### src/rtl/serial_rx_ctrl.sv
// Purpose: serial frame receiver; start detect, mid-bit sampling, MSB-first word assembly, stop check.
// Latency: word is valid the cycle after the stop-bit sample (2-cycle synchronizer on the line input).
// Backpressure: o_valid/i_ready handshake; a good frame arriving while a word is unconsumed is dropped and flagged on o_overrun.
module serial_rx_ctrl #(
  parameter int DATA_BITS    = 8,
  parameter int CLKS_PER_BIT = 16
) (
  input  logic                 clk,
  input  logic                 i_arst_n,
  input  logic                 i_rx,
  input  logic                 i_ready,
  output logic [DATA_BITS-1:0] o_data,
  output logic                 o_valid,
  output logic                 o_frame_err,
  output logic                 o_overrun,
  output logic                 o_busy
);

  localparam int CNT_W = $clog2(CLKS_PER_BIT);
  localparam int IDX_W = $clog2(DATA_BITS + 1);
  localparam logic [CNT_W-1:0] CNT_HALF = CNT_W'(CLKS_PER_BIT / 2 - 1);
  localparam logic [CNT_W-1:0] CNT_LAST = CNT_W'(CLKS_PER_BIT - 1);
  localparam logic [IDX_W-1:0] IDX_LAST = IDX_W'(DATA_BITS - 1);

  typedef enum logic [1:0] {
    ST_IDLE,
    ST_START,
    ST_DATA,
    ST_STOP
  } state_e;

  state_e                 state_q, state_d;
  logic                   rx_meta_q, rx_s_q;
  logic [CNT_W-1:0]       cnt_q, cnt_d;
  logic [IDX_W-1:0]       idx_q, idx_d;
  logic [DATA_BITS-1:0]   shift_q, shift_d;
  logic                   shift_en, shift_clr;
  logic [DATA_BITS-1:0]   data_q, data_d;
  logic                   valid_q, valid_d;
  logic                   ferr_q, ferr_d;
  logic                   ovr_q, ovr_d;
  logic                   busy_q;

  // Two-flop synchronizer; resets to the idle-high line level so release never looks like a start bit.
  always_ff @(posedge clk or negedge i_arst_n) begin
    if (!i_arst_n) begin
      rx_meta_q <= 1'b1;
      rx_s_q    <= 1'b1;
    end else begin
      rx_meta_q <= i_rx;
      rx_s_q    <= rx_meta_q;
    end
  end

  // Shift datapath: new bit enters the LSB so the first received bit ends up in the MSB.
  always_comb begin
    shift_d = shift_q;
    if (shift_clr) begin
      shift_d = '0;
    end else if (shift_en) begin
      shift_d = {shift_q[DATA_BITS-2:0], rx_s_q};
    end
  end

  // Next-state, counters, sample strobes and output updates.
  always_comb begin
    state_d   = state_q;
    cnt_d     = cnt_q;
    idx_d     = idx_q;
    shift_en  = 1'b0;
    shift_clr = 1'b0;
    data_d    = data_q;
    valid_d   = valid_q;
    ferr_d    = 1'b0;
    ovr_d     = 1'b0;

    // Consumer handshake; a word loading in the same cycle overrides this below.
    if (valid_q && i_ready) begin
      valid_d = 1'b0;
    end

    case (state_q)
      ST_IDLE: begin
        if (!rx_s_q) begin
          state_d   = ST_START;
          cnt_d     = '0;
          shift_clr = 1'b1;
        end
      end
      ST_START: begin
        cnt_d = cnt_q + 1'b1;
        // Re-check the start bit half a bit in; a high line here was a glitch.
        if (cnt_q == CNT_HALF) begin
          cnt_d = '0;
          if (!rx_s_q) begin
            state_d = ST_DATA;
            idx_d   = '0;
          end else begin
            state_d = ST_IDLE;
          end
        end
      end
      ST_DATA: begin
        cnt_d = cnt_q + 1'b1;
        // One full bit period after the mid-start sample lands mid-bit of each data bit.
        if (cnt_q == CNT_LAST) begin
          shift_en = 1'b1;
          cnt_d    = '0;
          idx_d    = idx_q + 1'b1;
          if (idx_q == IDX_LAST) begin
            state_d = ST_STOP;
          end
        end
      end
      ST_STOP: begin
        cnt_d = cnt_q + 1'b1;
        if (cnt_q == CNT_LAST) begin
          cnt_d   = '0;
          state_d = ST_IDLE;
          if (rx_s_q) begin
            if (!valid_q || i_ready) begin
              data_d  = shift_q;
              valid_d = 1'b1;
            end else begin
              ovr_d = 1'b1;
            end
          end else begin
            ferr_d = 1'b1;
          end
        end
      end
      default: begin
        state_d = ST_IDLE;
      end
    endcase
  end

  // State, counters, shift register and registered outputs.
  always_ff @(posedge clk or negedge i_arst_n) begin
    if (!i_arst_n) begin
      state_q <= ST_IDLE;
      cnt_q   <= '0;
      idx_q   <= '0;
      shift_q <= '0;
      data_q  <= '0;
      valid_q <= 1'b0;
      ferr_q  <= 1'b0;
      ovr_q   <= 1'b0;
      busy_q  <= 1'b0;
    end else begin
      state_q <= state_d;
      cnt_q   <= cnt_d;
      idx_q   <= idx_d;
      shift_q <= shift_d;
      data_q  <= data_d;
      valid_q <= valid_d;
      ferr_q  <= ferr_d;
      ovr_q   <= ovr_d;
      busy_q  <= (state_d != ST_IDLE);
    end
  end

  assign o_data      = data_q;
  assign o_valid     = valid_q;
  assign o_frame_err = ferr_q;
  assign o_overrun   = ovr_q;
  assign o_busy      = busy_q;

endmodule

### config.mk
export PLATFORM = sky130hd
export DESIGN_NAME = serial_rx_ctrl
export DESIGN_NICKNAME = d
export VERILOG_FILES = /design/src/rtl/serial_rx_ctrl.sv
export SDC_FILE = /design/constraint.sdc
export NUM_CORES = 1
export LEC_CHECK = 0
export ABC_AREA = 1
export ABC_CLOCK_PERIOD_IN_PS = 1800
export CORE_MARGIN = 3
export CORE_UTILIZATION = 54
export DETAILED_ROUTE_END_ITERATION = 7
export PLACE_DENSITY = 0.78
export SLEW_MARGIN = 15
export SYNTH_ARGS = -nofsm -noshare
export SYNTH_HDL_FRONTEND = slang
export SYNTH_SLANG_ARGS = --single-unit
### constraint.sdc
create_clock -name clk -period 1.8 [get_ports clk]
set_input_delay 0.45 -clock clk [delete_from_list [all_inputs] [get_ports clk]]
set_output_delay 0.45 -clock clk [all_outputs]
set_load 0.05 [all_outputs]
==> flow_summary.json, run 1 <==
{
  "status": "finished, final reports clean",
  "synth_area_leaders": "dfrtp_1 53%, nand2_1 8.3%, nand3_1 6.8%, inv_1 5.1%, o21ai_2 5.0%",
  "combPwrFrac": 0.249,
  "drc": 0,
  "synth.most_common_cell": "nand2_1",
  "final-hold-violation-count": 0,
  "synth_common_cells": "31 x nand2_1, 30 x dfrtp_1, 19 x inv_1, 19 x nand3_1, 14 x nor2_1",
  "finalSetupViolCount": 0,
  "synth_edf_count": 0,
  "fmax_mhz": 662,
  "power_w": 0.00172,
  "drv_slew": 0,
  "syn_area_per_cell_um2": 9.31,
  "layout.nets": 179,
  "antenna_found_initial": 0,
  "synth.distinct_cells": 21,
  "cp.required_ns": 2.04,
  "arrival_ns": 1.75,
  "p_int_w": 0.00112,
  "path_class": "reg -> reg",
  "coreArea_um2": 2340,
  "synth_fp_nets": 157,
  "drtAntennaViolNets": 0,
  "reg2reg_depth": 6,
  "ys_seq_elements": 32,
  "hold_path_class": "reg -> reg",
  "cts_hold_buf": 0,
  "tns_ns": 0,
  "cts_buffer_depth": 2,
  "vias_per_cell": 5.42,
  "r2r_slack_ns": 0.29,
  "dieHeight_um": 57.0,
  "synth-main-ff-cell": "dfrtp_1",
  "cts.sinks": 32,
  "swShare": 0.346,
  "syn-instance-count": 151,
  "start_util": 0.601,
  "fp-row-count": 17,
  "switching_power_w": 0.000594,
  "r2r-start": "cnt_q[0]",
  "clock_latency_ns": 0.33,
  "cts_resized": 0,
  "grt_pass1_wl_mm": 5.00,
  "path_max_fanout": 8,
  "multi_input_area_um2": 514,
  "hold_depth": 0,
  "max-vdd-ir-drop_uv": 826,
  "yosysTopAreaCellShare": 0.534,
  "drive_above_1_share": 0.207,
  "antenna_cells": 0,
  "rsz0062_at_grt": "false",
  "fin_crit_ns": 1.51,
  "seq_area_frac_synth": 0.572,
  "grt_pass1_vias": 1128,
  "reg2reg_to": "shift_q[5]",
  "syn2layout_area_growth_pct": 15.1,
  "io_pins": 16,
  "ys_async_sr_fraction": 1.00,
  "slew_headroom": 0.721,
  "clk_pin_slew_ns": 0.09,
  "gr-total-overflow": 0,
  "htree_num_levels": 2,
  "cp-end-kind": "flop",
  "startpoint_type": "flop",
  "dp.cells": 194,
  "numCtsBuffers": 5,
  "grt_max_degree": 33,
  "vias": 1095,
  "cap_violations": 0,
  "gp_congestion": 0.890,
  "yosys.area.top_type": "dfrtp_1",
  "worst_pin_slew_ns": 0.416,
  "port_buffers": 15,
  "hpwlAfterDp_mm": 1.96,
  "p_leak_nw": 0.800,
  "drt-initial-drc-count": 32,
  "ys.warnings.count": 0,
  "die_area_um2": 3250,
  "finalCritPeriodShare": 0.840,
  "crit_path_start": "cnt_q[0]",
  "clock-root-buffer": "clkbuf_4",
  "cellPowerDensity_nw_per_um2": 1060,
  "cts_tree": "built",
  "die_x_um": 57.0,
  "clock_skew_ns": 0.00457,
  "ff_latch_area_um2": 803,
  "track_usage": 0.202,
  "post_drt_wl_per_cell_um": 13.4,
  "holdPathEnd": "rx_s_q",
  "pwr-share-seq": 0.509,
  "n_fill_cell": 187,
  "syn_area_um2": 1410,
  "cts_setup_buffers": 0,
  "stdcell_count": 202,
  "worstHoldStart": "rx_meta_q",
  "totalWireLength_mm": 2.70,
  "first_pass_iters": 4,
  "clock_power_share": 0.243
}
[worst max path at each step]
stage / endpoint / slack (ns)
after floorplan: o_data[5] / 0.47
after global placement: o_data[6] / 0.21
after detailed placement: o_data[2] / 0.19
after CTS: shift_q[5] / 0.27
after global routing: o_busy / 0.13
final: shift_q[5] / 0.29
[cells in the final DEF (no fill, tap or decap), drive strengths merged]
| master | count |
|---|---|
| a21oi | 2 |
| buf | 14 |
| clkbuf | 8 |
| clkdlybuf4s50 | 3 |
| dfrtp | 30 |
| dfstp | 2 |
| ha | 2 |
| inv | 19 |
| nand2 | 34 |
| nand3 | 20 |
| nand3b | 1 |
| nand4 | 1 |
| nor2 | 16 |
| nor3 | 1 |
| o21ai | 19 |
| o22ai | 1 |
| xnor2 | 1 |
[power by group through the flow]
stage	clock [W]	combinational [W]	sequential (W)
floorplan	0	0.000293	0.000903
global placement	0	0.000413	0.000880
detailed placement	0	0.000431	0.000884
CTS	0.000432	0.000431	0.000870
global route	0.000461	0.000510	0.000886
finish	0.000416	0.000427	0.000873
[cell type report]
class                   count  area share
clock buffers               8      0.0363
inverters                  19      0.0441
multi-input cells          98       0.318
flip-flops and latches     32       0.497
well taps                  28      0.0217
repair buffers             17      0.0835
[critical path, stage by stage (launching register included)]
cell and delay [ns]:
dfrtp_1 0.43, ha_1 0.26, nand2_2 0.13, nor2_4 0.05, nand2_1 0.23, nand2_4 0.12
o21ai_0 0.20
[sequential cells by signal, summed over array words and instances, names as in the netlist]
signal / flops
o_frame_err: 1
shift_q: 8
cnt_q: 4
idx_q: 4
rx_s_q: 1
o_busy: 1
o_valid: 1
rx_meta_q: 1
o_data: 8
o_overrun: 1
state_q: 2
[stage by stage]
| step | setup WS [ns] | hold WS, ns | cell area (µm²) | util |
|---|---|---|---|---|
| 4_1_cts | 0.269 | 0.367 | 1620 | 0.691 |
| 6_report | 0.288 | 0.366 | 1620 | 0.691 |
| 2_1_floorplan | 0.469 | 0.154 | 1410 | - |
| 5_1_grt | 0.131 | 0.369 | 1620 | 0.691 |
| 3_3_place_gp | 0.214 | 0.351 | 1560 | 0.666 |
| 3_5_place_dp | 0.194 | 0.350 | 1560 | 0.666 |
[logic make-up after synthesis]
| group | count (synthesis) | synth area share |
|---|---|---|
| buffers and inverters | 21 | 0.0623 |
| and+or+nand+nor | 73 | 0.241 |
| AOI/OAI and AO/OA | 22 | 0.101 |
| adders and majority gates | 2 | 0.0178 |
| DFF | 32 | 0.572 |
| xor gates and xnor gates | 1 | 0.00623 |
[metal layers]
| metal | vias to the layer above | part of all wire | global-route usage |
|---|---|---|---|
| met4 | 0 | 0.020 | 0.0695 |
| li1 | 532 | - | - |
| met5 | - | 0 | 0 |
| met2 | 29 | 0.48 | 0.326 |
| met3 | 7 | 0.060 | 0.0905 |
| met1 | 527 | 0.44 | 0.240 |
No activity file was read; power rests on OpenSTA's default activity.
==> inputs of run 2 (changes only) <==
- ABC_CLOCK_PERIOD_IN_PS: 1800 -> 1400
- clock period: 1.8 -> 1.4 ns (I/O delays scaled with it)
==> run 2 against run 1 <==
  * Flip-flop and latch count did not move
  * Hold slack got worse by 0.016 ns
  * Sequential share of layout area down 8.6 points
  * Critical path type unchanged
  * Largest cell class unchanged
==> flow_summary.json, run 2 (same netlist as run 1, synthesis figures left out) <==
{
  "status": "finished, final reports clean",
  "gp_congestion": 0.868,
  "hold_path_class": "in -> async",
  "slowest_delay_ns": 0.42,
  "totalWireLength_mm": 3.53,
  "numCtsBuffers": 5,
  "fin_crit_ns": 1.39,
  "rsz0062_at_grt": "true",
  "clock_skew_ns": 0.0143,
  "fmax_mhz": 721,
  "cellPowerDensity_nw_per_um2": 1380,
  "fp-row-count": 17,
  "r2r_slack_ns": 0.01,
  "utilization": 0.835,
  "drc": 0,
  "first_pass_iters": 4,
  "cts_buffer_depth": 2,
  "cp.required_ns": 1.65,
  "slew_headroom": 0.801,
  "cts_hold_buf": 0,
  "finalSetupViolCount": 0,
  "grt_pass1_wl_mm": 5.71,
  "cp_slowest_cell": "dfrtp_1",
  "final-hold-violation-count": 0,
  "max-vdd-ir-drop_uv": 1390,
  "die_area_um2": 3250,
  "clk_pin_slew_ns": 0.11,
  "io_pins": 16,
  "gr-total-overflow": 0,
  "clock_latency_ns": 0.35,
  "crit_buf_inv": 1,
  "worst_pin_slew_ns": 0.297,
  "cp-end-kind": "flop",
  "hpwlAfterDp_mm": 2.05,
  "track_usage": 0.233,
  "grt_max_degree": 22,
  "port_buffers": 15,
  "grt_pass1_vias": 1235,
  "cts.sinks": 32,
  "critPathTopFamily": "simple AND/OR/NAND/NOR gates",
  "path_max_fanout": 16,
  "drive_above_1_share": 0.326,
  "finalCritPeriodShare": 0.990,
  "cp_cell_sequence": "ha_4 -> nand2_4 -> nor2_4 -> nand3_2 -> buf_12 -> nand2_1 -> o21ai_2",
  "cts_tree": "built",
  "cap_violations": 0,
  "stdcell_count": 212,
  "path_depth": 7,
  "syn2layout_area_growth_pct": 39.1,
  "r2r-start": "cnt_q[1]",
  "startpoint_type": "flop",
  "arrival_ns": 1.63,
  "vias_per_cell": 5.83,
  "layout.nets": 189,
  "antenna_cells": 0,
  "start_util": 0.601,
  "coreArea_um2": 2340,
  "die_x_um": 57.0,
  "reg2reg_to": "o_data[5]",
  "drt-initial-drc-count": 48,
  "vias": 1236,
  "antenna_found_initial": 0,
  "drv_slew": 0,
  "post_drt_wl_per_cell_um": 16.7,
  "power_w": 0.00270,
  "final_common_cell": "dfrtp_1",
  "reg2reg_depth": 7,
  "clock-root-buffer": "clkbuf_4",
  "htree_num_levels": 2,
  "path_class": "reg -> reg",
  "final_cell_mix": "30 x dfrtp_1, 25 x nand2_1, 19 x inv_1",
  "dieHeight_um": 57.0,
  "drtAntennaViolNets": 0,
  "dp.cells": 200,
  "p_leak_nw": 0.924
}
[run 2: cell types whose count changed in the layout (fill, tap and decap cells not counted), sizes merged]
cell / delta
clkinvlp: +1
clkinv: +1
clkbuf: -3
bufinv: +1
buf: +10
[run 2: timing repair]
item / CTS / global route
resized for setup: 4 / 21
endpoints found under the setup margin: 4 / 24
cloned: 0 / 0
pin swaps: 1 / 4
setup buffers: 2 / 2
[run 2: area by class of cell]
type | instances | area [µm²]
inverter | 19 | 71.3
sequential | 32 | 803
fill | 137 | 385
tap | 28 | 35.0
clock buffer | 5 | 37.5
timing repair buffer | 27 | 389
clock inverter | 3 | 42.5
multi-input combinational | 98 | 576
[run 2: layer usage]
metal	part of all wire	track usage	up-vias
li1	-	-	551
met1	0.37	0.260	610
met2	0.54	0.403	62
met3	0.068	0.0950	13
met4	0.024	0.0762	0
met5	0	0	-
[run 2: through the flow]
step	hold slack, ns	TNS, ns	worst slack (ns)	cell area, µm²
after floorplan	0.0544	0	0.0688	1410
after global placement	0.351	-0.445	-0.0610	1770
after detailed placement	0.353	-0.531	-0.0772	1770
after CTS	0.366	0	0.0320	1880
after global routing	0.353	-0.859	-0.0542	1950
final	0.349	0	0.0139	1950
[run 2: worst max-delay path by stage]
| stage | start | end | slack [ns] |
|---|---|---|---|
| detailed placement | i_ready | o_data[0] | -0.08 |
| finish | cnt_q[1] | o_data[5] | 0.01 |
| global route | cnt_q[1] | shift_q[0] | -0.05 |
| floorplan | cnt_q[0] | o_data[5] | 0.07 |
| global placement | i_ready | o_data[6] | -0.06 |
| CTS | cnt_q[0] | shift_q[5] | 0.03 |
[run 2: power breakdown]
part	internal (W)	switching, W	leakage (nW)	total, W
combinational	0.000348	0.000504	0.454	0.000852
sequential	0.00102	0.000123	0.429	0.00115
clock	0.000372	0.000325	0.0412	0.000697
total	0.00174	0.000952	0.924	0.00270
==> inputs of run 3 (changes only) <==
- CORE_ASPECT_RATIO: not set -> 1.5
==> run 3 against run 2 <==
  * The run now ends with setup timing left
  * Critical path type unchanged
  * Largest power group unchanged
  * Total power decreased by 7.9%
  * Highest routed layer unchanged
  * Via count shrank 5.1%
  * Hold slack improved by 0.012 ns
  * First-iteration DRC count fell by 23%
  * Non-clock buffer count did not move
  * Register-to-register slack lost 0.04 ns
  * Sequential share of layout area is 0.11 points lower
  * Sequential power about the same
==> flow_summary.json, run 3 (same netlist as run 1, synthesis figures left out) <==
{
  "status": "finished with violations",
  "violations": "setup timing",
  "gp_congestion": 0.820,
  "fp-row-count": 22,
  "worstHoldStart": "rx_meta_q",
  "tns_ns": -0.0773,
  "finalWorstSetupSlack_ns": -0.0285,
  "cp.required_ns": 1.64,
  "cts.sinks": 32,
  "htree_num_levels": 2,
  "slew_headroom": 0.836,
  "max-vdd-ir-drop_uv": 795,
  "vias_per_cell": 5.64,
  "finalCritPeriodShare": 1.02,
  "finalSetupViolCount": 6,
  "antenna_cells": 0,
  "drv_slew": 0,
  "syn2layout_area_growth_pct": 39.4,
  "cts_tree": "built",
  "cp_slowest_cell": "dfrtp_1",
  "power_w": 0.00248,
  "dieHeight_um": 68.5,
  "clock_power_share": 0.222,
  "cellPowerDensity_nw_per_um2": 1270,
  "cts_buffer_depth": 2,
  "grt_pass1_vias": 1191,
  "antenna_found_initial": 0,
  "combPwrFrac": 0.322,
  "crit_path_end": "o_data[5]",
  "multi_input_area_um2": 599,
  "switching_power_w": 0.000903,
  "hold_path_class": "reg -> reg",
  "final-hold-violation-count": 0,
  "r2r_slack_ns": -0.03,
  "clock-root-buffer": "clkbuf_4",
  "cap_violations": 0,
  "cp_cell_sequence": "ha_4 -> nand2_4 -> nor2_4 -> buf_6 -> nand3_4 -> buf_12 -> nand2_2 -> o21ai_2",
  "clk_pin_slew_ns": 0.10,
  "final_common_cell": "dfrtp_1",
  "path_depth": 8,
  "n_fill_cell": 143,
  "clock_skew_ns": 0.0157,
  "totalWireLength_mm": 3.46,
  "rsz0062_at_grt": "true",
  "drt-initial-drc-count": 37,
  "worst_pin_slew_ns": 0.245,
  "crit_path_start": "cnt_q[1]",
  "reg2reg_to": "o_data[5]",
  "clock_latency_ns": 0.34,
  "drive_above_1_share": 0.348,
  "path_class": "reg -> reg",
  "grt_pass1_wl_mm": 5.19,
  "die_area_um2": 3260,
  "port_buffers": 15,
  "hpwlAfterDp_mm": 2.16,
  "slowest_delay_ns": 0.41,
  "post_drt_wl_per_cell_um": 16.6,
  "cts_setup_buffers": 0,
  "drc": 0,
  "ff_latch_area_um2": 803,
  "fmax_mhz": 700,
  "start_util": 0.567,
  "first_pass_iters": 4,
  "io_pins": 16,
  "coreArea_um2": 2480,
  "hold_ws_ns": 0.361,
  "swShare": 0.364,
  "final_cell_mix": "30 x dfrtp_1, 20 x nand2_1, 19 x inv_1",
  "grt_max_degree": 20,
  "path_max_fanout": 8,
  "startpoint_type": "flop",
  "pwr-share-seq": 0.456,
  "r2r-start": "cnt_q[1]",
  "drtAntennaViolNets": 0,
  "crit_buf_inv": 2,
  "vias": 1173,
  "p_leak_nw": 0.921,
  "p_int_w": 0.00158,
  "die_x_um": 47.7,
  "reg2reg_depth": 8,
  "track_usage": 0.237,
  "gr-total-overflow": 0,
  "layout.nets": 189,
  "arrival_ns": 1.66,
  "cts_hold_buf": 0,
  "numCtsBuffers": 5,
  "fin_crit_ns": 1.43,
  "critPathTopFamily": "flip-flops",
  "cp-end-kind": "flop"
}
[run 3: cell types whose count changed in the layout (fill, tap and decap cells not counted), sizes merged]
cell      previous run  this run
clkinvlp             1         0
bufinv               1         0
clkinv               1         2
buf                 24        23
clkbuf               5         7
[run 3: power groups by stage]
stage               Clock [W]  Sequential (W)  Combinational, W
global placement            0         0.00112          0.000670
floorplan                   0         0.00116          0.000377
global route         0.000609         0.00114          0.000892
CTS                  0.000573         0.00113          0.000749
finish               0.000550         0.00113          0.000800
detailed placement          0         0.00112          0.000700
[run 3: final cells by class]
type | count | area share
multi-input cells | 98 | 0.306
flip-flops and latches | 32 | 0.410
clock inverters | 2 | 0.00511
inverters | 19 | 0.0364
repair buffers | 27 | 0.201
clock buffers | 6 | 0.0262
well taps | 24 | 0.0153
[run 3: repair_timing]
action / in CTS / in global routing
hold endpoints to repair: 0 / 0
endpoints found under the setup margin: 16 / 15
pin swaps: 0 / 2
gates cloned: 0 / 1
resized for setup: 5 / 18
[run 3: per-stage QoR]
stage	util	cell area (µm²)	setup slack, ns	cells
6_report	0.791	1960	-0.0285	208
3_5_place_dp	0.720	1780	-0.0862	199
4_1_cts	0.755	1870	0.00829	207
3_3_place_gp	0.720	1780	-0.0614	199
2_1_floorplan	-	1410	0.0688	151
5_1_grt	0.791	1960	-0.108	208
[run 3: worst min-delay path by stage]
| stage | end | slack [ns] | cells after the start |
|---|---|---|---|
| after global placement | rx_s_q | 0.35 | 0 |
| final | rx_s_q | 0.36 | 0 |
| after floorplan | cnt_q[0] | 0.05 | 0 |
| after CTS | rx_s_q | 0.35 | 1 |
| after detailed placement | rx_s_q | 0.35 | 0 |
| after global routing | rx_s_q | 0.36 | 1 |
[run 3: per-layer routing]
metal / vias up / part of all wire / global-route usage
li1: 552 / - / -
met3: 15 / 0.036 / 0.0842
met4: 0 / 0.037 / 0.125
met1: 573 / 0.36 / 0.233
met2: 33 / 0.56 / 0.414
met5: - / 0 / 0
